`config.mk`:
```
export PLATFORM = sky130hd
export DESIGN_NAME = clint_flat
export DESIGN_NICKNAME = d
export VERILOG_FILES = /design/src/rtl/clint_pkg.sv /design/src/rtl/clint_if.sv /design/src/rtl/clint.sv /design/src/flat_wrapper.sv
export SDC_FILE = /design/constraint.sdc
export NUM_CORES = 1
export LEC_CHECK = 0
export BUFFER_PORTS_ARGS = -buffer_cell sky130_fd_sc_hd__clkbuf_2
export CAP_MARGIN = 0
export CORE_AREA = 3 3 116 118
export DETAILED_ROUTE_END_ITERATION = 12
export DIE_AREA = 0 0 119 121
export PLACE_DENSITY_LB_ADDON = 0.12
export SETUP_SLACK_MARGIN = 0.1
export SYNTH_ARGS = -nofsm -noshare
export SYNTH_HDL_FRONTEND = slang
export SYNTH_SLANG_ARGS = --single-unit
```
`constraint.sdc`:
```
create_clock -name clk -period 1.55 [get_ports clk]
set_input_delay 0.0775 -clock clk [delete_from_list [all_inputs] [get_ports clk]]
set_output_delay 0.0775 -clock clk [all_outputs]
set_load 0.02 [all_outputs]
```
`src/rtl/clint_pkg.sv`:
```
// Core-local interrupt controller: instruction encodings, CSR addresses,
// cause codes, FSM state encoding and mstatus update helpers.
package clint_pkg;

  localparam int unsigned XLEN   = 32;
  localparam int unsigned CSR_AW = 12;
  localparam int unsigned IRQ_W  = 8;

  localparam logic [XLEN-1:0] INST_ECALL  = 32'h0000_0073;
  localparam logic [XLEN-1:0] INST_EBREAK = 32'h0010_0073;
  localparam logic [XLEN-1:0] INST_MRET   = 32'h3020_0073;

  localparam logic [CSR_AW-1:0] CSR_MEPC    = 12'h341;
  localparam logic [CSR_AW-1:0] CSR_MCAUSE  = 12'h342;
  localparam logic [CSR_AW-1:0] CSR_MSTATUS = 12'h300;
  localparam logic [CSR_AW-1:0] CSR_MTVEC   = 12'h305;

  localparam logic [XLEN-1:0] CAUSE_ECALL  = 32'd11;
  localparam logic [XLEN-1:0] CAUSE_EBREAK = 32'd3;
  localparam logic [XLEN-1:0] CAUSE_TIMER  = 32'h8000_0007;
  localparam logic [XLEN-1:0] CAUSE_EXT    = 32'h8000_000B;

  typedef enum logic [2:0] {
    S_IDLE      = 3'd0,
    S_W_MEPC    = 3'd1,
    S_W_MCAUSE  = 3'd2,
    S_W_MSTATUS = 3'd3,
    S_W_MRET    = 3'd4,
    S_ASSERT    = 3'd5
  } clint_state_e;

  // Trap entry: MPIE takes MIE, MIE is cleared.
  function automatic logic [XLEN-1:0] mstatus_trap(input logic [XLEN-1:0] ms);
    logic [XLEN-1:0] r;
    r    = ms;
    r[7] = ms[3];
    r[3] = 1'b0;
    return r;
  endfunction

  // Trap return: MIE takes MPIE, MPIE is set.
  function automatic logic [XLEN-1:0] mstatus_mret(input logic [XLEN-1:0] ms);
    logic [XLEN-1:0] r;
    r    = ms;
    r[3] = ms[7];
    r[7] = 1'b1;
    return r;
  endfunction

endpackage

```
`src/rtl/clint_if.sv`:
```
// Execute-stage / CSR-file side signals of the CLINT.
interface clint_if;
  import clint_pkg::*;

  logic [XLEN-1:0]  inst_i;
  logic [XLEN-1:0]  inst_addr_i;
  logic             jump_flag_i;
  logic [XLEN-1:0]  jump_addr_i;
  logic [IRQ_W-1:0] int_flag_i;
  logic             global_int_en_i;
  logic [XLEN-1:0]  csr_mtvec_i;
  logic [XLEN-1:0]  csr_mepc_i;
  logic [XLEN-1:0]  csr_mstatus_i;
  logic             we_o;
  logic [XLEN-1:0]  waddr_o;
  logic [XLEN-1:0]  data_o;
  logic             hold_flag_o;
  logic             int_assert_o;
  logic [XLEN-1:0]  int_addr_o;

  modport master (
    output inst_i, inst_addr_i, jump_flag_i, jump_addr_i, int_flag_i,
           global_int_en_i, csr_mtvec_i, csr_mepc_i, csr_mstatus_i,
    input  we_o, waddr_o, data_o, hold_flag_o, int_assert_o, int_addr_o
  );

  modport slave (
    input  inst_i, inst_addr_i, jump_flag_i, jump_addr_i, int_flag_i,
           global_int_en_i, csr_mtvec_i, csr_mepc_i, csr_mstatus_i,
    output we_o, waddr_o, data_o, hold_flag_o, int_assert_o, int_addr_o
  );
endinterface

```
`src/rtl/clint.sv`:
```
// CLINT: accepts ECALL/EBREAK, MRET and external interrupts, writes
// mepc/mcause/mstatus over successive cycles and pulses a redirect.
// Optional feature: define CLINT_VECTORED_EN for vectored async traps.
module clint
  import clint_pkg::*;
(
  input  logic   clk,
  input  logic   rst,
  clint_if.slave bus
);

  clint_state_e    state_q, state_d;
  logic [XLEN-1:0] mepc_q, cause_q;
  logic            mret_q;

  logic            is_ecall, is_ebreak, is_mret, sync_req, async_req, any_req;
  logic            we, hold, int_assert;
  logic [XLEN-1:0] waddr, wdata, int_addr, trap_addr;

  assign is_ecall  = (bus.inst_i == INST_ECALL);
  assign is_ebreak = (bus.inst_i == INST_EBREAK);
  assign is_mret   = (bus.inst_i == INST_MRET);
  assign sync_req  = is_ecall | is_ebreak;
  assign async_req = (bus.int_flag_i != IRQ_W'(0)) & bus.global_int_en_i;
  assign any_req   = (state_q == S_IDLE) & ~rst & (sync_req | is_mret | async_req);

  // State register
  always_ff @(posedge clk) begin
    if (rst) state_q <= S_IDLE;
    else     state_q <= state_d;
  end

  // Latch return address, cause and trap/return kind at acceptance
  always_ff @(posedge clk) begin
    if (rst) begin
      mepc_q  <= '0;
      cause_q <= '0;
      mret_q  <= 1'b0;
    end else if (state_q == S_IDLE) begin
      if (sync_req) begin
        mepc_q  <= bus.inst_addr_i;
        cause_q <= is_ecall ? CAUSE_ECALL : CAUSE_EBREAK;
        mret_q  <= 1'b0;
      end else if (is_mret) begin
        mret_q  <= 1'b1;
      end else if (async_req) begin
        mepc_q  <= bus.jump_flag_i ? bus.jump_addr_i : bus.inst_addr_i;
        cause_q <= bus.int_flag_i[0] ? CAUSE_TIMER : CAUSE_EXT;
        mret_q  <= 1'b0;
      end
    end
  end

  // Next-state logic: sync exception > MRET > async interrupt
  always_comb begin
    state_d = state_q;
    case (state_q)
      S_IDLE: begin
        if (sync_req)       state_d = S_W_MEPC;
        else if (is_mret)   state_d = S_W_MRET;
        else if (async_req) state_d = S_W_MEPC;
      end
      S_W_MEPC:    state_d = S_W_MCAUSE;
      S_W_MCAUSE:  state_d = S_W_MSTATUS;
      S_W_MSTATUS: state_d = S_ASSERT;
      S_W_MRET:    state_d = S_ASSERT;
      S_ASSERT:    state_d = S_IDLE;
      default:     state_d = S_IDLE;
    endcase
  end

  // Trap target: base address, or vector slot for async traps in mode 01
  always_comb begin
    trap_addr = {bus.csr_mtvec_i[XLEN-1:2], 2'b00};
`ifdef CLINT_VECTORED_EN
    if (bus.csr_mtvec_i[1:0] == 2'b01 && cause_q[XLEN-1])
      trap_addr = {bus.csr_mtvec_i[XLEN-1:2], 2'b00} + {cause_q[XLEN-3:0], 2'b00};
`endif
  end

`ifndef CLINT_VECTORED_EN
  logic unused_mtvec_mode;
  assign unused_mtvec_mode = ^bus.csr_mtvec_i[1:0];
`endif

  // Output decode from state
  always_comb begin
    we         = 1'b0;
    waddr      = '0;
    wdata      = '0;
    int_assert = 1'b0;
    int_addr   = '0;
    hold       = (state_q != S_IDLE) | any_req;
    case (state_q)
      S_W_MEPC: begin
        we    = 1'b1;
        waddr = XLEN'(CSR_MEPC);
        wdata = mepc_q;
      end
      S_W_MCAUSE: begin
        we    = 1'b1;
        waddr = XLEN'(CSR_MCAUSE);
        wdata = cause_q;
      end
      S_W_MSTATUS: begin
        we    = 1'b1;
        waddr = XLEN'(CSR_MSTATUS);
        wdata = mstatus_trap(bus.csr_mstatus_i);
      end
      S_W_MRET: begin
        we    = 1'b1;
        waddr = XLEN'(CSR_MSTATUS);
        wdata = mstatus_mret(bus.csr_mstatus_i);
      end
      S_ASSERT: begin
        int_assert = 1'b1;
        int_addr   = mret_q ? bus.csr_mepc_i : trap_addr;
      end
      default: ;
    endcase
  end

  assign bus.we_o         = we;
  assign bus.waddr_o      = waddr;
  assign bus.data_o       = wdata;
  assign bus.hold_flag_o  = hold;
  assign bus.int_assert_o = int_assert;
  assign bus.int_addr_o   = int_addr;

endmodule

```
`src/flat_wrapper.sv`:
```
// flat-port wrapper written by rule: the top's interface ports become plain ports
module clint_flat import clint_pkg::*;
  (clk, rst, bus_inst_i, bus_inst_addr_i, bus_jump_flag_i, bus_jump_addr_i, bus_int_flag_i, bus_global_int_en_i, bus_csr_mtvec_i, bus_csr_mepc_i, bus_csr_mstatus_i, bus_we_o, bus_waddr_o, bus_data_o, bus_hold_flag_o, bus_int_assert_o, bus_int_addr_o);
  clint_if bus_i ();
  input  logic clk;
  input  logic rst;
  input wire logic [$bits(bus_i.inst_i)-1:0] bus_inst_i;
  input wire logic [$bits(bus_i.inst_addr_i)-1:0] bus_inst_addr_i;
  input wire logic [$bits(bus_i.jump_flag_i)-1:0] bus_jump_flag_i;
  input wire logic [$bits(bus_i.jump_addr_i)-1:0] bus_jump_addr_i;
  input wire logic [$bits(bus_i.int_flag_i)-1:0] bus_int_flag_i;
  input wire logic [$bits(bus_i.global_int_en_i)-1:0] bus_global_int_en_i;
  input wire logic [$bits(bus_i.csr_mtvec_i)-1:0] bus_csr_mtvec_i;
  input wire logic [$bits(bus_i.csr_mepc_i)-1:0] bus_csr_mepc_i;
  input wire logic [$bits(bus_i.csr_mstatus_i)-1:0] bus_csr_mstatus_i;
  output wire logic [$bits(bus_i.we_o)-1:0] bus_we_o;
  output wire logic [$bits(bus_i.waddr_o)-1:0] bus_waddr_o;
  output wire logic [$bits(bus_i.data_o)-1:0] bus_data_o;
  output wire logic [$bits(bus_i.hold_flag_o)-1:0] bus_hold_flag_o;
  output wire logic [$bits(bus_i.int_assert_o)-1:0] bus_int_assert_o;
  output wire logic [$bits(bus_i.int_addr_o)-1:0] bus_int_addr_o;
  assign bus_i.inst_i = bus_inst_i;
  assign bus_i.inst_addr_i = bus_inst_addr_i;
  assign bus_i.jump_flag_i = bus_jump_flag_i;
  assign bus_i.jump_addr_i = bus_jump_addr_i;
  assign bus_i.int_flag_i = bus_int_flag_i;
  assign bus_i.global_int_en_i = bus_global_int_en_i;
  assign bus_i.csr_mtvec_i = bus_csr_mtvec_i;
  assign bus_i.csr_mepc_i = bus_csr_mepc_i;
  assign bus_i.csr_mstatus_i = bus_csr_mstatus_i;
  assign bus_we_o = bus_i.we_o;
  assign bus_waddr_o = bus_i.waddr_o;
  assign bus_data_o = bus_i.data_o;
  assign bus_hold_flag_o = bus_i.hold_flag_o;
  assign bus_int_assert_o = bus_i.int_assert_o;
  assign bus_int_addr_o = bus_i.int_addr_o;
  clint u_core (.clk(clk), .rst(rst), .bus(bus_i));
endmodule
```
==> summary.txt <==
Logic synthesis
  • Area leader, netlist: dfxtp_1
  • Multiplexer area fraction after synthesis: approximately 11%
  • Post-synthesis register bit count: 40
  • Dominant synthesized flop cell: dfxtp_1
  • Post-Synth Adder-Cell Area: 0%
  • Largest cells by area after synthesis: dfxtp_1 24%, mux2i_1 9.0%, a221oi_1 8.4%
  • Seq/Total Area, Yosys: about a quarter
  • Post-synth EDFFs: 0
  • Mean Syn Cell Area: a little under 8 µm²
  • Synth top cells by count: 43 x a21oi_1, 40 x dfxtp_1, 38 x nor2_1
  • Post-synthesis xor/xnor area fraction: 0%
  • Fraction of registers with async set/reset: 0%
  • Post-Synthesis Cell Area: roughly 0.0033 mm²
  • Cells after Synth: roughly 420
  • Simple-Gate Fraction of Synth Area: between 10% and 20%
  • Synth top area share: between 20% and 30%
  • Synth Area in Compound Gates: approximately a third
  • Largest family of logic cells by synthesized area: compound AO/OA/AOI/OAI gates
  • Cell with the most instances after synthesis: a21oi_1
  • Ys Warns: 0
  • Unique cell type count in the Yosys netlist: 42

Global route
  • Gr ovfl total: 0
  • Largest net degree at the start of global routing: 29
  • First-pass GRT wire length: 25200 µm
  • Initial antenna violation count: 0
  • Overall global routing resource usage: a little over a fifth
  • Number of global-route vias before repair: about 5000

Final layout
  • Inserted Diodes: 0
  • Post-layout util: around three fifths
  • Area Growth Syn to Fin: 124%
  • Final cell count without fillers: between 900 and 1000
  • Nets: 941
  • Ratio of cells with drive above 1 in the final layout: between 70% and 80%

Detailed routing
  • Drt via density: between 5 and 6
  • DRT iter0 DRCs: ~110
  • DRT Wirelength: 16900 µm
  • Pre-antenna DRT Iters: 4
  • Vias: between 4000 and 5000
  • Wire per inst: 18.5 µm
  • Detailed-route DRC error count: 0
  • Antenna violation net count after detailed routing: 0

Status
  • Outcome: complete, but fails checks
  • Failing checks: negative setup slack

Die
  • IO Pins: slightly above 300
  • Die span in x: 119 µm
  • Initial Utilization: between 20% and 30%
  • Rows: about 40
  • Die ar.: 0.0144 mm²
  • Die Ht: 121 µm
  • CORE AREA: between 0.01 and 0.015 mm²

STA
  • Final setup violation count: 82
  • RSZ-0062 raised after global routing: true
  • Max-slew violation count: 0
  • Final hold vios: 0
  • Period minus WS final: between 1500 and 2000 ps
  • Clock skew: 6.72 ps
  • Final setup margin: -164 ps
  • Tcrit/Tclk final: 111%
  • Max Freq: 584 MHz
  • Hold WS: ~90 ps

Critical path
  • CP Class: reg2out
  • WP data required: 1470 ps
  • Worst Setup Start Kind: flop
  • CP arrival: 1640 ps
  • Worst Setup End Kind: primary output
  • CP max FO: 10

Place
  • Cells after DPL: 863
  • Dpl ws: -243 ps
  • Placer's final routability congestion estimate: ~0.81
  • Input/output buffers: 273
  • Post-detail-place hpwl: around 12000 µm

Clock tree
  • Skew-Pair Late Insertion Delay: roughly 280 ps
  • Clock Path Buffers: 2
  • H-Tree Depth: 2
  • Clock tree sinks: 40
  • Root Driver: clkbuf_16
  • CTS Buf Count: 5
  • TritonCTS clock tree: done
  • Clock transition at path regs: 60 ps

Power
  • Static leakage: ~3.4 nW
  • Maximum VDD drop: between 0.4 and 0.5 mV
  • PwrDens: approximately 700 mW/mm²

Run
  • Max_cap viols: 0

Worst hold path
  • Hold/Removal Path Class: in2reg
[stage by stage]
stage | instance area, µm² | setup TNS [ps] | total power, mW
2_1_floorplan | 3780 | 0 | 2.41
3_3_place_gp | 5360 | -7390 | 3.05
3_5_place_dp | 5360 | -7580 | 3.07
4_1_cts | 6830 | -7150 | 4.89
5_1_grt | 7460 | -13470 | 5.48
6_report | 7460 | -6710 | 5.21
[sequential cells by signal, summed over array words and instances (netlist names)]
name,count
u_core.mepc_q,32
u_core.state_q,3
u_core.mret_q,1
u_core.cause_q,4
[placed cells by master (no fill, tap or decap), types with 17 or more instances in the layout]
cell type | netlist | routed
buf_4 | 31 | 40
a21o_1 | 33 | 33
nor3_1 | 35 | 17
clkbuf_2 | 0 | 207
a21oi_2 | 0 | 33
nor2_4 | 0 | 23
buf_8 | 0 | 44
nor3_2 | 1 | 17
buf_6 | 0 | 24
mux2i_1 | 30 | 29
conb_1 | 1 | 27
dfxtp_1 | 40 | 36
[where the power goes]
part	internal (mW)	leakage, nW	switching, mW	total, mW
Combinational	1.45	3.00	1.31	2.76
Sequential	1.16	0.334	0.135	1.29
Clock	0.757	0.0808	0.398	1.16
Total	3.36	3.41	1.85	5.21
[path summary, 6_finish.rpt]
path / end / cells past startpoint / from / slack (ps)
hold / removal: u_core.mepc_q[29]$_SDFFE_PP0P_ / 3 / bus_inst_addr_i[29] / 90
setup reg to reg: u_core.cause_q[2]$_SDFFE_PP0P_ / 7 / u_core.state_q[2]$_SDFFE_PP0P_ / -100
setup / recovery: bus_int_addr_o[22] / 7 / u_core.state_q[0]$_SDFFE_PP0P_ / -160
hold reg to reg: u_core.cause_q[2]$_SDFFE_PP0P_ / 2 / u_core.cause_q[2]$_SDFFE_PP0P_ / 490
[what timing repair did]
item,in CTS,in global routing
gates cloned,7,2
pin swaps,43,39
setup endpoints to repair,95,109
hold buffers,0,0
resized for setup,225,146
hold endpoints to repair,0,0
buffers inserted,24,8
[per-layer routing]
layer | part of all wire, % | up-vias | wire [µm] | track usage, %
met2 | 54 | 193 | 9070 | 40.3
li1 | - | 2195 | - | -
met4 | 2.3 | 0 | 387 | 7.53
met5 | 0 | - | 0 | 0
met3 | 5.7 | 24 | 962 | 3.96
met1 | 38 | 2168 | 6450 | 24.3
[cell type report]
cell class                      count  area [µm²]
Clock buffer                        6         129
Clock inverter                      2        35.0
Fill cell                        1041        5110
Inverter                            4        18.8
Multi-Input combinational cell    333        3290
Sequential cell                    40         816
Tap cell                          172         215
Timing Repair Buffer              353        2960
[logic make-up (layout without fill, tap and decap cells)]
| logic type | after synthesis | count (layout) |
|---|---|---|
| buffers and inverters | 76 | 365 |
| AND/OR/NAND/NOR | 115 | 115 |
| AO/OA/AOI/OAI | 156 | 156 |
| other | 1 | 27 |
| flip-flops | 40 | 40 |
| multiplexers | 35 | 35 |
[critical path, stage by stage (launching register included)]
cell and delay, ps:
dfxtp_4 360, buf_6 100, buf_8 110, nand3b_1 160, buf_12 180, buf_12 140, nor2_2 150, buf_6 140
(Power assumes the default switching activity.)
